[src/rtl/se_sched_pkg.sv]
// Shared types and default sizes for the SE pair scheduler.
// The report flags struct carries the two verdict bits presented with each report.
package se_sched_pkg;

   localparam int unsigned DefDataW   = 128;
   localparam int unsigned DefInstW   = 8;
   localparam int unsigned DefLatW    = 16;
   localparam int unsigned DefTimeout = 1000;

   typedef enum logic [1:0] {
      StIdle,
      StIssue,
      StWait,
      StReport
   } sched_state_e;

   typedef struct packed {
      logic leak;
      logic timeout;
   } rpt_flags_t;

   function automatic logic [7:0] sat_inc8(input logic [7:0] v);
      return (v == 8'hFF) ? v : v + 8'd1;
   endfunction

endpackage

[src/rtl/se_pair_scheduler_if.sv]
// Bundle of command, SE issue/result and report signals around the scheduler.
// slave = scheduler side, master = test driver plus the two SE copies.
interface se_pair_scheduler_if
   import se_sched_pkg::*;
#(
   parameter int unsigned DATA_W = DefDataW,
   parameter int unsigned INST_W = DefInstW,
   parameter int unsigned LAT_W  = DefLatW
);
   logic              cmd_valid;
   logic              cmd_ready;
   logic [INST_W-1:0] cmd_inst;
   logic [DATA_W-1:0] cmd_op1;
   logic [DATA_W-1:0] cmd_op2;
   logic [DATA_W-1:0] cmd_cond_a;
   logic [DATA_W-1:0] cmd_cond_b;

   logic              sea_in_valid;
   logic              seb_in_valid;
   logic              sea_in_ready;
   logic              seb_in_ready;
   logic [INST_W-1:0] se_in_inst;
   logic [DATA_W-1:0] se_in_op1;
   logic [DATA_W-1:0] se_in_op2;
   logic [DATA_W-1:0] sea_in_cond;
   logic [DATA_W-1:0] seb_in_cond;

   logic              sea_out_valid;
   logic              seb_out_valid;
   logic              sea_out_ready;
   logic              seb_out_ready;
   logic [DATA_W-1:0] sea_out_result;
   logic [DATA_W-1:0] seb_out_result;

   logic              rpt_valid;
   logic              rpt_ready;
   logic [DATA_W-1:0] rpt_result_a;
   logic [DATA_W-1:0] rpt_result_b;
   logic [LAT_W-1:0]  rpt_lat_a;
   logic [LAT_W-1:0]  rpt_lat_b;
   logic              rpt_timing_leak;
   logic              rpt_timeout;
   logic              leak_sticky;
   logic [7:0]        leak_count;

   modport slave (
      input  cmd_valid, cmd_inst, cmd_op1, cmd_op2, cmd_cond_a, cmd_cond_b,
      output cmd_ready,
      output sea_in_valid, seb_in_valid, se_in_inst, se_in_op1, se_in_op2,
      output sea_in_cond, seb_in_cond,
      input  sea_in_ready, seb_in_ready,
      input  sea_out_valid, seb_out_valid, sea_out_result, seb_out_result,
      output sea_out_ready, seb_out_ready,
      output rpt_valid, rpt_result_a, rpt_result_b, rpt_lat_a, rpt_lat_b,
      output rpt_timing_leak, rpt_timeout, leak_sticky, leak_count,
      input  rpt_ready
   );

   modport master (
      output cmd_valid, cmd_inst, cmd_op1, cmd_op2, cmd_cond_a, cmd_cond_b,
      input  cmd_ready,
      input  sea_in_valid, seb_in_valid, se_in_inst, se_in_op1, se_in_op2,
      input  sea_in_cond, seb_in_cond,
      output sea_in_ready, seb_in_ready,
      output sea_out_valid, seb_out_valid, sea_out_result, seb_out_result,
      input  sea_out_ready, seb_out_ready,
      input  rpt_valid, rpt_result_a, rpt_result_b, rpt_lat_a, rpt_lat_b,
      input  rpt_timing_leak, rpt_timeout, leak_sticky, leak_count,
      output rpt_ready
   );

endinterface

[src/rtl/se_copy_tracker.sv]
// Per-copy issue/result bookkeeping: accept and done flags, captured result and latency.
// On a timeout exit an unfinished copy reports a zero result at the saturated cycle count.
module se_copy_tracker #(
   parameter int unsigned DATA_W = 128,
   parameter int unsigned LAT_W  = 16
) (
   input  logic              clock,
   input  logic              reset,
   input  logic              start,
   input  logic              issuing,
   input  logic              active,
   input  logic              force_timeout,
   input  logic [LAT_W-1:0]  cyc,
   input  logic              in_ready,
   output logic              in_valid,
   input  logic              out_valid,
   input  logic [DATA_W-1:0] out_result,
   output logic              out_ready,
   output logic              acc_next,
   output logic              done,
   output logic [DATA_W-1:0] result,
   output logic [LAT_W-1:0]  lat
);

   logic              acc_q;
   logic              done_q;
   logic [DATA_W-1:0] result_q;
   logic [LAT_W-1:0]  lat_q;

   assign in_valid  = issuing & ~acc_q;
   // Result acceptance needs a registered accept, so issue and result never share a cycle.
   assign out_ready = active & acc_q & ~done_q;
   assign acc_next  = acc_q | (in_valid & in_ready);
   assign done      = done_q;
   assign result    = result_q;
   assign lat       = lat_q;

   always_ff @(posedge clock or negedge reset) begin
      if (!reset) begin
         acc_q    <= 1'b0;
         done_q   <= 1'b0;
         result_q <= '0;
         lat_q    <= '0;
      end else if (start) begin
         acc_q    <= 1'b0;
         done_q   <= 1'b0;
         result_q <= '0;
         lat_q    <= '0;
      end else begin
         if (in_valid && in_ready) begin
            acc_q <= 1'b1;
         end
         if (out_valid && out_ready) begin
            done_q   <= 1'b1;
            result_q <= out_result;
            lat_q    <= cyc;
         end else if (force_timeout && !done_q) begin
            result_q <= '0;
            lat_q    <= cyc;
         end
      end
   end

endmodule

[src/rtl/se_pair_scheduler.sv]
// Issues one command to two SE copies in lock-step, times both, and reports a leak verdict.
// Holds the sequencing FSM, the shared cycle counter and the leak statistics.
module se_pair_scheduler
   import se_sched_pkg::*;
#(
   parameter int unsigned DATA_W  = DefDataW,
   parameter int unsigned INST_W  = DefInstW,
   parameter int unsigned LAT_W   = DefLatW,
   parameter int unsigned TIMEOUT = DefTimeout
) (
   input logic clock,
   input logic reset,
   se_pair_scheduler_if.slave bus
);

   sched_state_e      state_q, state_d;
   logic [LAT_W-1:0]  cyc_q, cyc_d;
   logic [INST_W-1:0] inst_q;
   logic [DATA_W-1:0] op1_q, op2_q, cond_a_q, cond_b_q;
   logic              timeout_q, timeout_d;
   logic              leak_sticky_q, leak_sticky_d;
   logic [7:0]        leak_count_q, leak_count_d;

   logic              start, force_to, issuing, active, at_max, cmd_ready, rpt_valid;
   logic              acc_next_a, acc_next_b, done_a, done_b;
   logic [DATA_W-1:0] result_a, result_b;
   logic [LAT_W-1:0]  lat_a, lat_b;
   rpt_flags_t        flags;

   assign issuing = (state_q == StIssue);
   assign active  = (state_q == StIssue) || (state_q == StWait);
   assign at_max  = (cyc_q == LAT_W'(TIMEOUT));

   assign flags.leak    = (state_q == StReport) & done_a & done_b & (lat_a != lat_b);
   assign flags.timeout = timeout_q;

   always_comb begin
      state_d       = state_q;
      cyc_d         = cyc_q;
      timeout_d     = timeout_q;
      leak_sticky_d = leak_sticky_q;
      leak_count_d  = leak_count_q;
      start         = 1'b0;
      force_to      = 1'b0;
      cmd_ready     = 1'b0;
      rpt_valid     = 1'b0;
      unique case (state_q)
         StIdle: begin
            cmd_ready = 1'b1;
            if (bus.cmd_valid) begin
               start     = 1'b1;
               cyc_d     = '0;
               timeout_d = 1'b0;
               state_d   = StIssue;
            end
         end
         StIssue, StWait: begin
            cyc_d = at_max ? cyc_q : cyc_q + 1'b1;
            if (issuing ? (acc_next_a && acc_next_b) : (done_a && done_b)) begin
               state_d = issuing ? StWait : StReport;
            end else if (at_max) begin
               force_to  = 1'b1;
               timeout_d = 1'b1;
               state_d   = StReport;
            end
         end
         StReport: begin
            rpt_valid = 1'b1;
            if (bus.rpt_ready) begin
               state_d = StIdle;
               if (flags.leak) begin
                  leak_sticky_d = 1'b1;
                  leak_count_d  = sat_inc8(leak_count_q);
               end
            end
         end
         default: state_d = StIdle;
      endcase
   end

   always_ff @(posedge clock or negedge reset) begin
      if (!reset) begin
         state_q       <= StIdle;
         cyc_q         <= '0;
         inst_q        <= '0;
         op1_q         <= '0;
         op2_q         <= '0;
         cond_a_q      <= '0;
         cond_b_q      <= '0;
         timeout_q     <= 1'b0;
         leak_sticky_q <= 1'b0;
         leak_count_q  <= '0;
      end else begin
         state_q       <= state_d;
         cyc_q         <= cyc_d;
         timeout_q     <= timeout_d;
         leak_sticky_q <= leak_sticky_d;
         leak_count_q  <= leak_count_d;
         if (start) begin
            inst_q   <= bus.cmd_inst;
            op1_q    <= bus.cmd_op1;
            op2_q    <= bus.cmd_op2;
            cond_a_q <= bus.cmd_cond_a;
            cond_b_q <= bus.cmd_cond_b;
         end
      end
   end

   se_copy_tracker #(.DATA_W(DATA_W), .LAT_W(LAT_W)) u_copy_a (
      .clock         (clock),
      .reset         (reset),
      .start         (start),
      .issuing       (issuing),
      .active        (active),
      .force_timeout (force_to),
      .cyc           (cyc_q),
      .in_ready      (bus.sea_in_ready),
      .in_valid      (bus.sea_in_valid),
      .out_valid     (bus.sea_out_valid),
      .out_result    (bus.sea_out_result),
      .out_ready     (bus.sea_out_ready),
      .acc_next      (acc_next_a),
      .done          (done_a),
      .result        (result_a),
      .lat           (lat_a)
   );

   se_copy_tracker #(.DATA_W(DATA_W), .LAT_W(LAT_W)) u_copy_b (
      .clock         (clock),
      .reset         (reset),
      .start         (start),
      .issuing       (issuing),
      .active        (active),
      .force_timeout (force_to),
      .cyc           (cyc_q),
      .in_ready      (bus.seb_in_ready),
      .in_valid      (bus.seb_in_valid),
      .out_valid     (bus.seb_out_valid),
      .out_result    (bus.seb_out_result),
      .out_ready     (bus.seb_out_ready),
      .acc_next      (acc_next_b),
      .done          (done_b),
      .result        (result_b),
      .lat           (lat_b)
   );

   assign bus.cmd_ready       = cmd_ready;
   assign bus.rpt_valid       = rpt_valid;
   assign bus.se_in_inst      = inst_q;
   assign bus.se_in_op1       = op1_q;
   assign bus.se_in_op2       = op2_q;
   assign bus.sea_in_cond     = cond_a_q;
   assign bus.seb_in_cond     = cond_b_q;
   assign bus.rpt_result_a    = result_a;
   assign bus.rpt_result_b    = result_b;
   assign bus.rpt_lat_a       = lat_a;
   assign bus.rpt_lat_b       = lat_b;
   assign bus.rpt_timing_leak = flags.leak;
   assign bus.rpt_timeout     = flags.timeout;
   assign bus.leak_sticky     = leak_sticky_q;
   assign bus.leak_count      = leak_count_q;

endmodule

[src/flat_wrapper.sv]
// flat-port wrapper written by rule: the top's interface ports become plain ports
module se_pair_scheduler_flat import se_sched_pkg::*;
#(
   parameter int unsigned DATA_W  = DefDataW,
   parameter int unsigned INST_W  = DefInstW,
   parameter int unsigned LAT_W   = DefLatW,
   parameter int unsigned TIMEOUT = DefTimeout
)
  (clock, reset, bus_cmd_valid, bus_cmd_inst, bus_cmd_op1, bus_cmd_op2, bus_cmd_cond_a, bus_cmd_cond_b, bus_cmd_ready, bus_sea_in_valid, bus_seb_in_valid, bus_se_in_inst, bus_se_in_op1, bus_se_in_op2, bus_sea_in_cond, bus_seb_in_cond, bus_sea_in_ready, bus_seb_in_ready, bus_sea_out_valid, bus_seb_out_valid, bus_sea_out_result, bus_seb_out_result, bus_sea_out_ready, bus_seb_out_ready, bus_rpt_valid, bus_rpt_result_a, bus_rpt_result_b, bus_rpt_lat_a, bus_rpt_lat_b, bus_rpt_timing_leak, bus_rpt_timeout, bus_leak_sticky, bus_leak_count, bus_rpt_ready);
  se_pair_scheduler_if #(.DATA_W(DATA_W), .INST_W(INST_W), .LAT_W(LAT_W)) bus_i ();
  input logic clock;
  input logic reset;
  input wire logic [$bits(bus_i.cmd_valid)-1:0] bus_cmd_valid;
  input wire logic [$bits(bus_i.cmd_inst)-1:0] bus_cmd_inst;
  input wire logic [$bits(bus_i.cmd_op1)-1:0] bus_cmd_op1;
  input wire logic [$bits(bus_i.cmd_op2)-1:0] bus_cmd_op2;
  input wire logic [$bits(bus_i.cmd_cond_a)-1:0] bus_cmd_cond_a;
  input wire logic [$bits(bus_i.cmd_cond_b)-1:0] bus_cmd_cond_b;
  output wire logic [$bits(bus_i.cmd_ready)-1:0] bus_cmd_ready;
  output wire logic [$bits(bus_i.sea_in_valid)-1:0] bus_sea_in_valid;
  output wire logic [$bits(bus_i.seb_in_valid)-1:0] bus_seb_in_valid;
  output wire logic [$bits(bus_i.se_in_inst)-1:0] bus_se_in_inst;
  output wire logic [$bits(bus_i.se_in_op1)-1:0] bus_se_in_op1;
  output wire logic [$bits(bus_i.se_in_op2)-1:0] bus_se_in_op2;
  output wire logic [$bits(bus_i.sea_in_cond)-1:0] bus_sea_in_cond;
  output wire logic [$bits(bus_i.seb_in_cond)-1:0] bus_seb_in_cond;
  input wire logic [$bits(bus_i.sea_in_ready)-1:0] bus_sea_in_ready;
  input wire logic [$bits(bus_i.seb_in_ready)-1:0] bus_seb_in_ready;
  input wire logic [$bits(bus_i.sea_out_valid)-1:0] bus_sea_out_valid;
  input wire logic [$bits(bus_i.seb_out_valid)-1:0] bus_seb_out_valid;
  input wire logic [$bits(bus_i.sea_out_result)-1:0] bus_sea_out_result;
  input wire logic [$bits(bus_i.seb_out_result)-1:0] bus_seb_out_result;
  output wire logic [$bits(bus_i.sea_out_ready)-1:0] bus_sea_out_ready;
  output wire logic [$bits(bus_i.seb_out_ready)-1:0] bus_seb_out_ready;
  output wire logic [$bits(bus_i.rpt_valid)-1:0] bus_rpt_valid;
  output wire logic [$bits(bus_i.rpt_result_a)-1:0] bus_rpt_result_a;
  output wire logic [$bits(bus_i.rpt_result_b)-1:0] bus_rpt_result_b;
  output wire logic [$bits(bus_i.rpt_lat_a)-1:0] bus_rpt_lat_a;
  output wire logic [$bits(bus_i.rpt_lat_b)-1:0] bus_rpt_lat_b;
  output wire logic [$bits(bus_i.rpt_timing_leak)-1:0] bus_rpt_timing_leak;
  output wire logic [$bits(bus_i.rpt_timeout)-1:0] bus_rpt_timeout;
  output wire logic [$bits(bus_i.leak_sticky)-1:0] bus_leak_sticky;
  output wire logic [$bits(bus_i.leak_count)-1:0] bus_leak_count;
  input wire logic [$bits(bus_i.rpt_ready)-1:0] bus_rpt_ready;
  assign bus_i.cmd_valid = bus_cmd_valid;
  assign bus_i.cmd_inst = bus_cmd_inst;
  assign bus_i.cmd_op1 = bus_cmd_op1;
  assign bus_i.cmd_op2 = bus_cmd_op2;
  assign bus_i.cmd_cond_a = bus_cmd_cond_a;
  assign bus_i.cmd_cond_b = bus_cmd_cond_b;
  assign bus_cmd_ready = bus_i.cmd_ready;
  assign bus_sea_in_valid = bus_i.sea_in_valid;
  assign bus_seb_in_valid = bus_i.seb_in_valid;
  assign bus_se_in_inst = bus_i.se_in_inst;
  assign bus_se_in_op1 = bus_i.se_in_op1;
  assign bus_se_in_op2 = bus_i.se_in_op2;
  assign bus_sea_in_cond = bus_i.sea_in_cond;
  assign bus_seb_in_cond = bus_i.seb_in_cond;
  assign bus_i.sea_in_ready = bus_sea_in_ready;
  assign bus_i.seb_in_ready = bus_seb_in_ready;
  assign bus_i.sea_out_valid = bus_sea_out_valid;
  assign bus_i.seb_out_valid = bus_seb_out_valid;
  assign bus_i.sea_out_result = bus_sea_out_result;
  assign bus_i.seb_out_result = bus_seb_out_result;
  assign bus_sea_out_ready = bus_i.sea_out_ready;
  assign bus_seb_out_ready = bus_i.seb_out_ready;
  assign bus_rpt_valid = bus_i.rpt_valid;
  assign bus_rpt_result_a = bus_i.rpt_result_a;
  assign bus_rpt_result_b = bus_i.rpt_result_b;
  assign bus_rpt_lat_a = bus_i.rpt_lat_a;
  assign bus_rpt_lat_b = bus_i.rpt_lat_b;
  assign bus_rpt_timing_leak = bus_i.rpt_timing_leak;
  assign bus_rpt_timeout = bus_i.rpt_timeout;
  assign bus_leak_sticky = bus_i.leak_sticky;
  assign bus_leak_count = bus_i.leak_count;
  assign bus_i.rpt_ready = bus_rpt_ready;
  se_pair_scheduler #(.DATA_W(DATA_W), .INST_W(INST_W), .LAT_W(LAT_W), .TIMEOUT(TIMEOUT)) u_core (.clock(clock), .reset(reset), .bus(bus_i));
endmodule
[config.mk]
export PLATFORM = sky130hd
export DESIGN_NAME = se_pair_scheduler_flat
export DESIGN_NICKNAME = d
export VERILOG_FILES = /design/src/rtl/se_sched_pkg.sv /design/src/rtl/se_pair_scheduler_if.sv /design/src/rtl/se_copy_tracker.sv /design/src/rtl/se_pair_scheduler.sv /design/src/flat_wrapper.sv
export SDC_FILE = /design/constraint.sdc
export NUM_CORES = 1
export LEC_CHECK = 0
export CORE_AREA = 2 2 625 627
export DETAILED_ROUTE_END_ITERATION = 10
export DIE_AREA = 0 0 627 629
export SLEW_MARGIN = 30
export SYNTH_ARGS = -nofsm -noshare
export SYNTH_HDL_FRONTEND = slang
export SYNTH_SLANG_ARGS = --single-unit
[constraint.sdc]
create_clock -name clock -period 3.2 [get_ports clock]
set_clock_uncertainty 0.15 [all_clocks]
set_input_delay 0.48 -clock clock [delete_from_list [all_inputs] [get_ports clock]]
set_output_delay 0.48 -clock clock [all_outputs]
set_load 0.1 [all_outputs]
* After elaboration in Yosys (flattened, before gate mapping) *
Cells that the tools add are included.

operators by class
  bitwise logic cells = 18
  reductions and logical operators = 25
  mux-type cells = 41
  $add $sub $neg = 2
  eq/ne operators = 12

operator list
  kind                     number
  $mux W128                6
  $mux W16                 8
  $pmux W16 S2             1
  $mux W1                  20
  $add A16 B1 Y16 const B  1
  $eq A16 B10 Y1 const B   1
  $ne A16 B16 Y1           1
  $and A1 B1 Y1            11
  $reduce_bool A2 Y1       5
  $reduce_and A3 Y1        3
  $add A8 B1 Y8 const B    1
  $eq A8 B8 Y1 const B     1
  $logic_and A1 B1 Y1      8
  $mux W2                  4
  $ne A2 B2 Y1 const B     4
  $reduce_and A4 Y1        2
  $pmux W2 S3              1
  $reduce_bool A3 Y1       2
  $not A1 Y1               5
  $eq A2 B2 Y1 const B     2
  $ne A3 B1 Y1 const B     1
  $eq A2 B1 Y1 const B     1
  $logic_not A1 Y1         2
  $logic_not A2 Y1         1
  other kinds (5)          6

storage, ports and cells
  input port bits = 784
  register bits after elaboration = 840

* Logic depth before layout (Yosys ltp) *
  depth in word-level cells = 12
  mapped depth = 10

* Cells and area by module *
Synthesis repeated with hierarchy kept, for this count alone.

second synthesis, totals
  cell total of the unflattened synthesis = 3043
  area total of the unflattened synthesis = 31441.4 um^2

by module, submodules not included
  module             seq. area each (um^2)  instances  cells an instance  area each (um^2)
  se_pair_scheduler  13713.2                1          2381               21053.9
  se_copy_tracker    3653.5                 2          331                5193.7

* Least setup slack after synthesis *
Ideal clock, no wire load.

  path type = reg-to-output
  from = register u_core.state_q[0]
  to = output port bus_rpt_timing_leak
  slack = -0.364 ns
  arrival time = 2.934 ns
  path buffers = 0
  stages on the path, launching flop included = 4
  required time = 2.570 ns
  path through = dfrtp_1 ha_1 nand3_1 nor2_1

between the ends
  word-level cells in the longest chain between the ends = 4

ends and longest elaborated chain
  what                         line                     source
  start, declared              se_pair_scheduler.sv:16  sched_state_e state_q, state_d;
  start signal, assigned       se_pair_scheduler.sv:83  state_q <= StIdle;
  start signal, assigned       se_pair_scheduler.sv:94  state_q <= state_d;
  $eq A2 B2 Y1                 se_pair_scheduler.sv:34  assign flags.leak = (state_q == StReport) & done_a & done_b & (lat_a != lat_b);
  $and A1 B1 Y1 (3 in series)  se_pair_scheduler.sv:34
  end, declared                flat_wrapper.sv:40       output wire logic [$bits(bus_i.rpt_timing_leak)-1:0] bus_rpt_timing_leak;

No other way between the ends.

* Final worst setup path *
  from = register u_core.u_copy_b.lat_q[6] (netlist: u_core.u_copy_b.lat[6])
  to = output port bus_rpt_timing_leak

between the ends
  word-level cells in the longest chain between the ends = 2

ends and longest elaborated chain
  what                    line                     source
  start, declared         se_copy_tracker.sv:28    logic [LAT_W-1:0] lat_q;
  start signal, assigned  se_copy_tracker.sv:56    lat_q <= cyc;
  start signal, assigned  se_copy_tracker.sv:59    lat_q <= cyc;
  $ne A16 B16 Y1          se_pair_scheduler.sv:34
  $and A1 B1 Y1           se_pair_scheduler.sv:34

No other way between the ends.

==> impl_results.md <==
* Status: finished, final reports clean
* Vias in the first global route at ~33000
* Slowest cell on the critical path: dfrtp_1
* Non-Filler Instances at roughly 11000
* H-tree levels at 3
* Cell-internal power at roughly 33 mW
* Register-to-Register Path Depth at 9
* Core Area at around 0.39 mm^2
* Minimum clock period at between 3 and 4 ns
* Initial antenna violation count at 385
* Synth-to-Final Area Change at 97.2%
* Root buffer cell: clkbuf_16
* Total Power at a little under 90 mW
* Post-Place Cells at just under 10000
* YS warnings at 0
* Number of synthesized flops with an enable pin at 0
* Full die area at ~0.39 mm^2
* Synth Flop Type: dfrtp_1
* Sequential Power Share at roughly a fifth
* Clock tree buffer depth at 4
* Critical path class: flip-flop to output pin
* Critical Path Start Type: flip-flop
* Top Ports at between 1500 and 2000
* Tcrit/Tclk final at between 90% and 100%
* Largest net degree at the start of global routing at roughly 140
* FFs w/ async S/R, synth at 100%
* Crit Reg-Reg Startpoint: u_core.cyc_q[0]$_DFFE_PN0P_
* #FFs+latches synth at 840
* Total number of vias at 32900
* Sw frac at 62.8%
* Max-Cap Viols at 0
* Arr. time, crit path at 2.53 ns
* Die Wd at about 630 um
* Total power divided by cell area at about 1400 mW/mm^2
* Worst EP required at 2.57 ns
* Psw at 55.0 mW
* Final WL at around 350 mm
* Post-Synthesis Cells at 3066
* Endpoints failing setup at 0
* First-pass GRT wire length at about 430 mm
* Slew @ Worst Pin at a little under 0.9 ns
* R2r endpoint: u_core.u_copy_b.result[105]$_DFFE_PN0P_
* Gate power share at between 60 and 70%
* Post-DR wirelength/cell at between 30 and 40 um
* Post-route ant nets at 0
* Total Routing Usage GR at between 15 and 20%
* Hold Path End: u_core.bus.seb_in_cond[78]$_DFFE_PN0P_
* Final hold vios at 0
* FMAX at ~320 MHz
* Reg clk slew, reported paths at approximately 0.060 ns
* Max-slew headroom at between 40% and 50%
* Cell area after synthesis at about 0.031 mm^2
* Share of cells above drive strength 1 at between 20% and 30%
* Nets at 6032
* Iteration-0 DRC Markers at ~2300
* PnR worst setup slack at about 0.04 ns
* Clk_lat worst skew at between 0.8 and 0.9 ns
* Cell Chain, Critical Path: xnor2_1 -> nand4_1 -> nor4_2 -> buf_6 -> nor2_4 -> buf_12
* Sequential fraction of the synthesis area at between 60% and 70%
* CTS tree: done
* Final Max Slew Viols at 0
* Clk pwr share at 15.9%
* Die height at 629 um
* Initial core utilization at a little over 8%
* Peak VDD IR at a little under 700 uV
* RSZ-0062 raised after global routing: yes
* Slowest stage delay, CP at 0.42 ns
* Critical Path Sink Type: output pin
* HP Start: bus_cmd_cond_b[78]
* Drt pass-1 iters at 7
* CTS buffer count at between 100 and 150
* Post-route DRC at 0
* Syn_area_per_cell at 10.2 um^2
* Port bufs at roughly 1600
* Dpl ws at 0.311 ns
* Final HPWL from detailed placement at about 310 mm
* Worst Path Max Fanout at 3
* Commonest cells after routing, fill and taps aside: 1593 x nand2_1, 839 x dfrtp_1, 782 x clkdlybuf4s50_1
* Standard-cell rows at 229
* Worst hold stages at 3
* GPL Wtd Cong at between 0.8 and 0.9
* Commonest non-fill, non-tap cell in the layout: nand2_1
* Hold crit path type: input pin to flip-flop
* GR Overflow Total at 0
* Reg2Reg Setup Slack at approximately 0.22 ns
* Synth cell types at slightly above 40
* # clock sinks at 840
* Syn_nets at just under 4000
* Leak at roughly 29 nW
* Vias per cell at 3.11
-- area by class of cell --
type	count	area (um^2)
fill	43500	326000
sequential	840	21000
timing repair buffer	2238	20500
multi-input combinational	2033	9570
tap	5197	6500
clock buffer	153	3240
clock inverter	55	689
antenna	69	173
inverter	11	45.0
-- how the worst max path moves through the flow --
stage / start / to / slack, ns / depth (start not counted)
finish: u_core.u_copy_b.lat[6]$_DFFE_PN0P_ / bus_rpt_timing_leak / 0.04 / 6
global route: u_core.u_copy_a.lat[10]$_DFFE_PN0P_ / bus_rpt_timing_leak / -0.05 / 6
CTS: u_core.u_copy_a.lat[15]$_DFFE_PN0P_ / bus_rpt_timing_leak / -0.06 / 6
detailed placement: u_core.cyc_q[0]$_DFFE_PN0P_ / u_core.u_copy_b.result[105]$_DFFE_PN0P_ / 0.31 / 9
global placement: bus_rpt_ready / u_core.state_q[0]$_DFFE_PN0P_ / 0.27 / 5
floorplan: u_core.state_q[0]$_DFFE_PN0P_ / bus_rpt_timing_leak / 0.1 / 3
-- state kept, by name, indices dropped and copies added (netlist names), 2 cells and up --
| register | count |
|---|---|
| u_core.cyc_q | 16 |
| u_core.state_q | 2 |
| u_core.bus.seb_in_cond | 128 |
| u_core.u_copy_a.result | 128 |
| u_core.bus.se_in_op1 | 128 |
| u_core.bus.leak_count | 8 |
| u_core.bus.se_in_op2 | 128 |
| u_core.bus.se_in_inst | 8 |
| u_core.u_copy_b.lat | 16 |
| u_core.u_copy_b.result | 128 |
| u_core.bus.sea_in_cond | 128 |
| u_core.u_copy_a.lat | 16 |
-- metrics by stage --
stage | hold slack, ns | setup TNS, ns | area [um^2] | utilization (%)
final | 0.0711 | 0 | 61700 | 15.9
after global routing | 0.0358 | -0.0487 | 61700 | 15.9
after CTS | 0.000528 | -0.0601 | 61500 | 15.9
after detailed placement | 0.302 | 0 | 52200 | 13.5
after global placement | 0.297 | 0 | 52200 | 13.5
after floorplan | 0.0344 | 0 | 31300 | -
-- logic make-up after synthesis --
logic type	after synthesis	share of synthesized area, %
AO/OA/AOI/OAI	320	8.64
XOR/XNOR	33	0.923
adder cells (fa/ha/maj)	6	0.240
buffers and inverters	193	2.51
flip-flops	840	67.2
multiplexers	2	0.0719
AND/OR/NAND/NOR	1672	20.5
-- per-layer routing --
| layer | global-route usage [%] | vias to the layer above | wire length, um |
|---|---|---|---|
| li1 | - | 14400 | - |
| met5 | 0 | - | 1070 |
| met1 | 16.5 | 15800 | 115000 |
| met2 | 30.5 | 1734 | 173000 |
| met4 | 4.80 | 176 | 13900 |
| met3 | 11.2 | 873 | 50300 |
-- critical path, delay by kind of cell, from the launching register on --
kind,cells,cell delay (ns)
simple gates,3,0.58
flops,1,0.42
buf+inv,2,0.38
xor+xnor,1,0.24
-- power groups by stage --
stage	clock, mW	sequential [mW]	combinational, mW
2_1_floorplan	0	46.4	6.72
3_3_place_gp	0	17.5	56.3
3_5_place_dp	0	17.6	56.4
4_1_cts	14.3	17.5	57.4
5_1_grt	14.7	18.0	58.5
6_report	13.9	17.5	56.2
-- repair_timing --
action                                   CTS  global route
endpoints found under the setup margin     4             3
hold buffers                             528             0
pin swaps                                  7             3
gates cloned                               0             0
gates resized for setup                   13             1
hold endpoints to repair                1034             0
setup buffers                              8             4
-- cell usage after synthesis (all sizes together) (3+ instances only) --
| cell type | instances | area share, % |
|---|---|---|
| ha | 6 | 0.24 |
| nor2b | 4 | 0.080 |
| or3 | 3 | 0.060 |
| and2 | 4 | 0.080 |
| nor4b | 3 | 0.084 |
| nand3 | 8 | 0.13 |
| xnor2 | 24 | 0.67 |
| and3 | 4 | 0.080 |
| nor2 | 26 | 0.31 |
| buf | 47 | 0.76 |
| nor4 | 5 | 0.10 |
| a21oi | 12 | 0.23 |
| nor3 | 8 | 0.13 |
| dfrtp | 840 | 67 |
| clkbuf | 135 | 1.6 |
| o31ai | 8 | 0.19 |
| a22o | 273 | 7.7 |
| xor2 | 9 | 0.25 |
| o21ai | 15 | 0.24 |
| nand2 | 1594 | 19 |
| nand4 | 8 | 0.16 |
| o22ai | 3 | 0.060 |
| inv | 11 | 0.13 |
Power figures use the tool's default switching activity.
